<file path="src/rtl/regfile_scoreboard.sv">
// -----------------------------------------------------------------------------
// regfile_scoreboard
//
// Register file for the pipelined MIPS datapath with a busy-bit scoreboard.
// Issue reserves a destination register (sets its busy bit). Writeback stores
// the result and releases the reservation. The hazard unit reads the busy flags
// of the two source operands to detect RAW dependencies. It also reads the
// registered count of outstanding reservations.
//
// Parameters:
//   DATA_WIDTH - width of each register (default 32)
//   ADDR_WIDTH - register address width; depth = 2**ADDR_WIDTH (default 5)
//   ZERO_REG   - 1: register 0 reads 0, drops writes and is never busy
//
// Ports:
//   clk        in   clock, state updates on rising edge
//   rst_n      in   asynchronous active-low reset
//   ra1, ra2   in   read addresses
//   rd1, rd2   out  read data (combinational)
//   busy1/2    out  busy flag of ra1/ra2 (combinational)
//   we         in   writeback strobe
//   wa, wd     in   writeback address / data
//   rsv        in   reserve request from issue
//   rsv_addr   in   destination register to reserve
//   rsv_ready  out  reservation accepted this cycle (combinational)
//   pending    out  number of busy registers (registered)
//
// Build option:
//   REGFILE_BYPASS_EN - when defined, a same-cycle writeback is forwarded to
//                       the read ports (data = wd, busy = 0). When not defined,
//                       the read ports reflect stored state only.
// -----------------------------------------------------------------------------
module regfile_scoreboard #(
    parameter int DATA_WIDTH = 32,
    parameter int ADDR_WIDTH = 5,
    parameter bit ZERO_REG   = 1'b1
) (
    input  logic                  clk,
    input  logic                  rst_n,
    input  logic [ADDR_WIDTH-1:0] ra1,
    input  logic [ADDR_WIDTH-1:0] ra2,
    output logic [DATA_WIDTH-1:0] rd1,
    output logic [DATA_WIDTH-1:0] rd2,
    output logic                  busy1,
    output logic                  busy2,
    input  logic                  we,
    input  logic [ADDR_WIDTH-1:0] wa,
    input  logic [DATA_WIDTH-1:0] wd,
    input  logic                  rsv,
    input  logic [ADDR_WIDTH-1:0] rsv_addr,
    output logic                  rsv_ready,
    output logic [ADDR_WIDTH:0]   pending
);

    localparam int DEPTH = 1 << ADDR_WIDTH;

    // -------------------------------------------------------------------------
    // State
    // -------------------------------------------------------------------------
    logic [DATA_WIDTH-1:0] r_mem [DEPTH];
    logic [DEPTH-1:0]      r_busy;
    logic [ADDR_WIDTH:0]   r_pending;

    // -------------------------------------------------------------------------
    // Write / reserve qualification
    // -------------------------------------------------------------------------
    logic w_wa_is_zero;
    logic w_rsv_is_zero;
    logic w_wr_en;
    logic w_rsv_hit_wr;
    logic w_rsv_ready;
    logic w_rsv_acc;
    logic w_pend_inc;
    logic w_pend_dec;

    // The zero register is special only when ZERO_REG is set.
    assign w_wa_is_zero  = ZERO_REG && (wa == '0);
    assign w_rsv_is_zero = ZERO_REG && (rsv_addr == '0);

    // Effective write: writes to the hard-wired zero register are dropped.
    assign w_wr_en      = we && !w_wa_is_zero;
    assign w_rsv_hit_wr = we && (wa == rsv_addr);

    // A busy register can still be reserved if the pending write releases it
    // this very cycle. The zero register is always reservable because the
    // reservation is a no-op.
    assign w_rsv_ready = w_rsv_is_zero || !r_busy[rsv_addr] || w_rsv_hit_wr;
    assign rsv_ready   = w_rsv_ready;

    // Only reservations that really touch the busy vector count.
    assign w_rsv_acc = rsv && w_rsv_ready && !w_rsv_is_zero;

    // The pending counter tracks the population count of r_busy exactly.
    // A reserve counts only when it sets a clear bit. A write counts only when
    // it clears a set bit. It does not count when a reserve to the same
    // address re-sets that bit on this edge. So a write and a reserve to the
    // same busy register leave the count unchanged.
    assign w_pend_inc = w_rsv_acc && !r_busy[rsv_addr];
    assign w_pend_dec = w_wr_en && r_busy[wa] &&
                        !(w_rsv_acc && (rsv_addr == wa));

    // -------------------------------------------------------------------------
    // Register array
    // -------------------------------------------------------------------------
    always_ff @(posedge clk or negedge rst_n) begin
        if (!rst_n) begin
            for (int i = 0; i < DEPTH; i++) begin
                r_mem[i] <= '0;
            end
        end else if (w_wr_en) begin
            r_mem[wa] <= wd;
        end
    end

    // -------------------------------------------------------------------------
    // Busy vector: the release is applied first and the reserve second, so a
    // same-address reserve overrides the release and the bit ends set.
    // -------------------------------------------------------------------------
    always_ff @(posedge clk or negedge rst_n) begin
        if (!rst_n) begin
            r_busy <= '0;
        end else begin
            if (w_wr_en) begin
                r_busy[wa] <= 1'b0;
            end
            if (w_rsv_acc) begin
                r_busy[rsv_addr] <= 1'b1;
            end
        end
    end

    // -------------------------------------------------------------------------
    // Pending counter. The increment and decrement conditions are tied to real
    // bit transitions, so the value stays within 0..DEPTH without saturation.
    // -------------------------------------------------------------------------
    always_ff @(posedge clk or negedge rst_n) begin
        if (!rst_n) begin
            r_pending <= '0;
        end else begin
            case ({w_pend_inc, w_pend_dec})
                2'b10:   r_pending <= r_pending + 1'b1;
                2'b01:   r_pending <= r_pending - 1'b1;
                default: r_pending <= r_pending;
            endcase
        end
    end

    assign pending = r_pending;

    // -------------------------------------------------------------------------
    // Read ports
    // -------------------------------------------------------------------------
    logic [DATA_WIDTH-1:0] w_rd1;
    logic [DATA_WIDTH-1:0] w_rd2;
    logic                  w_busy1;
    logic                  w_busy2;

    always_comb begin
        w_rd1   = r_mem[ra1];
        w_busy1 = r_busy[ra1];
`ifdef REGFILE_BYPASS_EN
        // Forward the in-flight writeback. A same-cycle reserve does not mask
        // this because the reservation only lands after the edge.
        if (w_wr_en && (wa == ra1)) begin
            w_rd1   = wd;
            w_busy1 = 1'b0;
        end
`endif
        if (ZERO_REG && (ra1 == '0)) begin
            w_rd1   = '0;
            w_busy1 = 1'b0;
        end
    end

    always_comb begin
        w_rd2   = r_mem[ra2];
        w_busy2 = r_busy[ra2];
`ifdef REGFILE_BYPASS_EN
        if (w_wr_en && (wa == ra2)) begin
            w_rd2   = wd;
            w_busy2 = 1'b0;
        end
`endif
        if (ZERO_REG && (ra2 == '0)) begin
            w_rd2   = '0;
            w_busy2 = 1'b0;
        end
    end

    assign rd1   = w_rd1;
    assign rd2   = w_rd2;
    assign busy1 = w_busy1;
    assign busy2 = w_busy2;

endmodule
</file>
<file path="config.mk">
export PLATFORM = sky130hd
export DESIGN_NAME = regfile_scoreboard
export DESIGN_NICKNAME = d
export VERILOG_FILES = /design/src/rtl/regfile_scoreboard.sv
export SDC_FILE = /design/constraint.sdc
export NUM_CORES = 2
export LEC_CHECK = 0
export CORE_UTILIZATION = 45
export DETAILED_ROUTE_END_ITERATION = 16
export GPL_TIMING_DRIVEN = 0
export PLACE_DENSITY = 0.58
export SLEW_MARGIN = 20
export SYNTH_ARGS = -nofsm -noshare
export SYNTH_HDL_FRONTEND = slang
export SYNTH_SLANG_ARGS = --single-unit
</file>
<file path="constraint.sdc">
create_clock -name clk -period 5.42 [get_ports clk]
set_input_delay 1.084 -clock clk [delete_from_list [all_inputs] [get_ports clk]]
set_output_delay 1.084 -clock clk [all_outputs]
set_load 0.1 [all_outputs]
</file>
# Yosys cells after proc, flatten, opt, wreduce, memory -nomap -nowiden
# Cells that the tools add are included.
# Widths: inputs -> output; s select.
# classes
order_cmp	10
n_eq_ne	4
n_bitwise	6
n_addsub	2
muxes	28
n_reduce_logical	22
# op_table
operator	count
$bwmux 1024	1
$bmux 32 s5	2
$mux 32	9
$demux 32 s5	1
$and 32x32->32	1
$not 32->32	1
$or 32x32->32	1
$lt 5x6->1 const B	4
$bmux 1 s5	4
$logic_not 5->1	4
$ge 6x6->1 const B	3
$not 5->6	3
$pmux 6 s2	1
$logic_and 1x1->1	11
$demux 1 s5	2
$eq 5x5->1	2
$ge 5x1->1 const B	2
$mux 1	8
$add 6x1->6 const B	1
$lt 6x1->1 const B	1
$sub 6x1->6 const B	1
$logic_not 1->1	4
$eq 2x1->1 const B	1
$eq 2x2->1 const B	1
other kinds (2)	3
# totals
output_inout_bits	73
in_bits	56
wordCells	106
register_bits	1062

# Depth between registers and ports, before layout
# depth
word_depth	12
depth_mapped	15
ltp_nobuf	13

# Least setup slack after synthesis
# OpenSTA, ideal clock, no wires.
# synth_timing
path_type	input -> output
start	input port rsv_addr[1]
end	output port rsv_ready
arrival_time_ns	3.726
path_buffers	1
path_slack_ns	0.610
cell_stages	6
path_cell_list	buf_2 > mux2i_1 > nor4_1 > o41ai_4 > nand2b_1 > o211ai_1
# synth_via
elab_chain_len	5
elab_cells_between_ends	8
# synth_rtl
item	line	text
start: declaration	50	input logic [ADDR_WIDTH-1:0] rsv_addr,
$bmux 1 s5	87	assign w_rsv_ready = w_rsv_is_zero || !r_busy[rsv_addr] || w_rsv_hit_wr;
$mux 1 (not written as such)	87	
$logic_not 1->1	87	
$logic_or 1x1->1	87	
$logic_or 1x1->1 (*)	87	
end: declaration	51	output logic rsv_ready,
# Every way passes the cells marked *; elsewhere a longest branch is shown, timed or not. The select of a mux whose other input is x is not followed.

# Worst setup path after layout
# layout_timing
start	input port ra1[4]
end	output port rd1[10]
# layout_via
elab_chain_len	5
elab_cells_between_ends	6
# layout_rtl
item	line	text
start: declaration	40	input logic [ADDR_WIDTH-1:0] ra1,
$not 5->6 (not written as such)	159	w_rd1 = r_mem[ra1];
$bmux 32 s5	159	
$mux 32 (not written as such) (2 in a row)	159	
$mux 32 (*)	169	if (ZERO_REG && (ra1 == '0)) begin
end: declaration	42	output logic [DATA_WIDTH-1:0] rd1,
# Marked as above.

==> run summary <==
The flow ran to the end, but the final reports show violations. The final reports fail on setup timing. After synthesis, the netlist uses 52 different library cells. The count of pins over their slew limit was 0; the share of the synthesized area in the top cell type was 46.6%.

Path class of the lowest-slack min-delay path: in -> async. The power density over the cells was 392 mW/mm². For the number of vias after detailed routing, the log shows 36600. By instance count, the leading cell after synthesis is dfrtp_1.

The tools report the maximum number of pins on one net before global-route repair as 140. The footprint of the flip-flops and latches came out at 0.0266 mm². The sum of buffers and inverters on the critical path works out to 4. The core region is 0.126 mm². The logs give 7.93 mW for the switching power total and 46.6% for the sequential-to-total area share from yosys stat. The post-detailed-routing wire length is 197000 µm, and the initial core utilization is 45.4%. The tools report the worst-skew pair later-pin latency as 0.76 ns.

The worst pin sits at a relative slew slack of 16.6%. After the first detailed-routing iteration, the DRC count stood at 3285. On the critical path, the stage with the largest delay is an instance of buf_1. The final period demand of the worst path is 5.53 ns, and the largest fanout of any net on the critical path is 10. Summing every instance area after synthesis gives 0.0571 mm².

TritonCTS built the clock tree. The tree built by TritonCTS fans out to 1062 sinks. Overall power consumption after layout is estimated at 25.4 mW. No sink is reached through more buffers than the 3 on the longest clock path.

By count the netlist is led by dfrtp_1, mux2_2, mux4_2, clkbuf_1, mux2i_1. The number of antenna diodes in the final layout is 0. The tools report the initial antenna violation count as 4.

In the synthesized netlist the async set-or-reset flop fraction comes to 100%. The total global routing overflow is 0. The tools report the number of top-level pins as 129. Summing all non-filler instances in the final layout gives an area of 0.0648 mm². After clock tree synthesis, the clock-pin slew on the worst setup and hold paths is 0.06 ns.

The register bit count reported by yosys was 1062. The cell that appears most often on the critical path is buf_1. The count of fill cells added during filler insertion came out at 10600. Counting every instance in the synthesized netlist gives 3612. The buffer cell driving the clock tree root is clkbuf_16. The layout-stage area growth over the synthesis result works out to 13.6%.

The share of total power dissipated in combinational logic is 26.0%. The total leakage power is 28.1 nW. The count of nets left with antenna violations once routing finished came out at 0. The sort of element at the end of the critical path was an output pin.

Dividing the detail-routed wire length by the instance count gives 35.1 µm. The leading register cell type out of synthesis was dfrtp_1. For the worst setup path, the data arrival time is 4.45 ns.

The fraction of layout cells with a size suffix above 1 was 52.5%. By startpoint and endpoint, the worst setup path is classified as in -> out. At the worst endpoint, the required time is 4.34 ns. The count of unresolved DRC violations after routing was 0.

The largest single stage delay on the critical path is 0.78 ns. The logs give 6 for the first-pass iteration count of the detailed router and 0.128 mm² for the die footprint. Via-per-instance ratio: 6.53.

In this run the mean area of a mapped cell was 15.8 µm². The number of buffers created by CTS is 121, and the worst setup margin is -0.114 ns. After the last flow step, the layout net total stands at 3921.

The count of final hold-check violations was 0; the quantity of I/O buffers inserted on ports was 116. The synthesized design contains 0 enable-type register cells. The horizontal die dimension was 358 µm. The worst path uses 102% of the clock period.

Summing all placed instances gives a cell area of 0.0606 mm². In this run the core area contains 130 standard-cell rows. The worst-margin pin slew was 1.25 ns.

STA classifies the critical path startpoint as an input port. The tool flagged a number of max-cap violations equal to 0. The critical path goes through clkbuf_1 -> nand2b_1 -> buf_1 -> buf_1 -> o22ai_1 -> a21o_1 -> clkdlybuf4s15_2. The overall routing resource usage was 31.3%. Net switching is 31.2% of the power. Setup repair after global routing could not meet its margin everywhere. The family of cells with the greatest summed delay on the critical path was buffers and inverters. The clock arrives with 0.0334 ns of skew.

The clock network burns 32.3% of the power. After legalization and detailed placement, the total HPWL measured 135000 µm. When the netlist entered floorplanning its net count stood at 3674. The final estimated routing congestion in global placement was 0.917; the area taken by multi-input logic gates was 0.0287 mm².

Summed over all instances, the cell type with the most area after synthesis is dfrtp_1. For this run, the number of Yosys warnings is 0. The logs give 41.8% for the power share of the sequential group and 17.5 mW for the internal power. Derived from the worst setup path, the maximum achievable clock frequency is 181 MHz. For the number of global-route vias before repair, the log shows 38000. From bottom edge to top edge, the die measures 358 µm. The run gives 8 as the number of setup violations in the final report.

The first global-routing pass estimated 282000 µm of wire. The worst-case IR drop observed on VDD is 0.295 mV. For the H-tree level count, the log shows 3. Ranked by total cell area, the synthesized netlist is headed by dfrtp_1, mux4_2, mux2_2.
path summary, 6_finish.rpt:
path	from	end	slack [ns]	cells after the start
hold reg to reg	r_mem[1023]	r_mem[1023]	0.48	1
min in group clk	r_mem[1023]	r_mem[1023]	0.48	1
setup / recovery	ra1[4]	rd1[10]	-0.11	7
max in group asynchronous	rst_n	r_mem[209]	2.36	5
hold / removal	rst_n	pending[1]	0.27	1
setup reg to reg	r_busy[19]	pending[5]	1.69	12
placed cells by master, fill, tap and decap left out, drive strengths merged, types with 5 or more instances in the layout:
cell type      Yosys  layout
mux2             993     993
o21ai             10      10
o22ai             70      70
a32oi             13      13
inv                7      10
nand3b             6       6
mux2i            143     143
ha                 5       5
clkdlybuf4s50      0      48
clkinv             0      24
nand3             17      17
o31ai             26      26
buf              144     143
nor3b              5       5
dfrtp           1062    1062
clkbuf           276     476
nor2b             11      11
clkdlybuf4s15      0      62
a21o              67      67
a22oi             10      10
nand2             45      45
mux4             604     604
xnor2              6       6
nor3              10      10
nor2              36      36
a21oi              7       7
sequential cells by signal, summed over array words and instances (netlist names):
name and count:
pending 6, r_busy 32, r_mem 1024
cell families after synthesis:
group	share of synthesized area (%)
xor gates and xnor gates	0.138
and+or+nand+nor	1.44
buffers and inverters	3.08
muxes	45.9
adders and majority gates	0.145
DFF	46.6
AOI/OAI and AO/OA	2.68
power by group through the flow:
| stage | Clock [mW] | Sequential, mW | Combinational [mW] |
|---|---|---|---|
| after floorplan | 0 | 10.4 | 4.84 |
| after CTS | 8.29 | 10.6 | 6.60 |
| after global placement | 0 | 10.7 | 6.51 |
| after global routing | 8.61 | 10.8 | 6.91 |
| final | 8.19 | 10.6 | 6.59 |
| after detailed placement | 0 | 10.7 | 6.61 |
through the flow:
step	hold slack (ns)	setup WS, ns	TNS (ns)	instances	util (%)
final	0.266	-0.114	-0.493	5607	51.6
after global routing	0.280	-0.0127	-0.0238	5607	51.6
after CTS	0.275	0.000802	0	5607	51.6
after detailed placement	0.463	-1.95	-108.54	5386	48.2
after global placement	0.452	-47.17	-	5378	47.9
after floorplan	0.441	0.610	0	3612	-
timing repair:
item / in CTS / in global routing
gates cloned: 0 / 0
hold buffers: 0 / 0
gates resized for setup: 346 / 23
setup buffers: 0 / 0
setup endpoints to repair: 67 / 30
final cells by class:
class,count,area share (%)
well taps,1650,3.18
inverters,7,0.0405
multi-input cells,2123,44.3
flip-flops and latches,1062,41.0
clock inverters,31,0.434
repair buffers,124,2.23
clock buffers,190,5.62
plain buffers,420,3.17
per-layer routing:
layer | wire length (µm) | track usage, % | share of wire (%) | up-vias
met5 | 49 | 0 | 0.025 | -
li1 | - | - | - | 14600
met2 | 93300 | 49.6 | 47 | 1490
met4 | 9740 | 13.8 | 4.9 | 8
met3 | 13000 | 5.88 | 6.6 | 435
met1 | 81000 | 42.2 | 41 | 20000
Note: power is estimated with default switching activity, not from simulation.
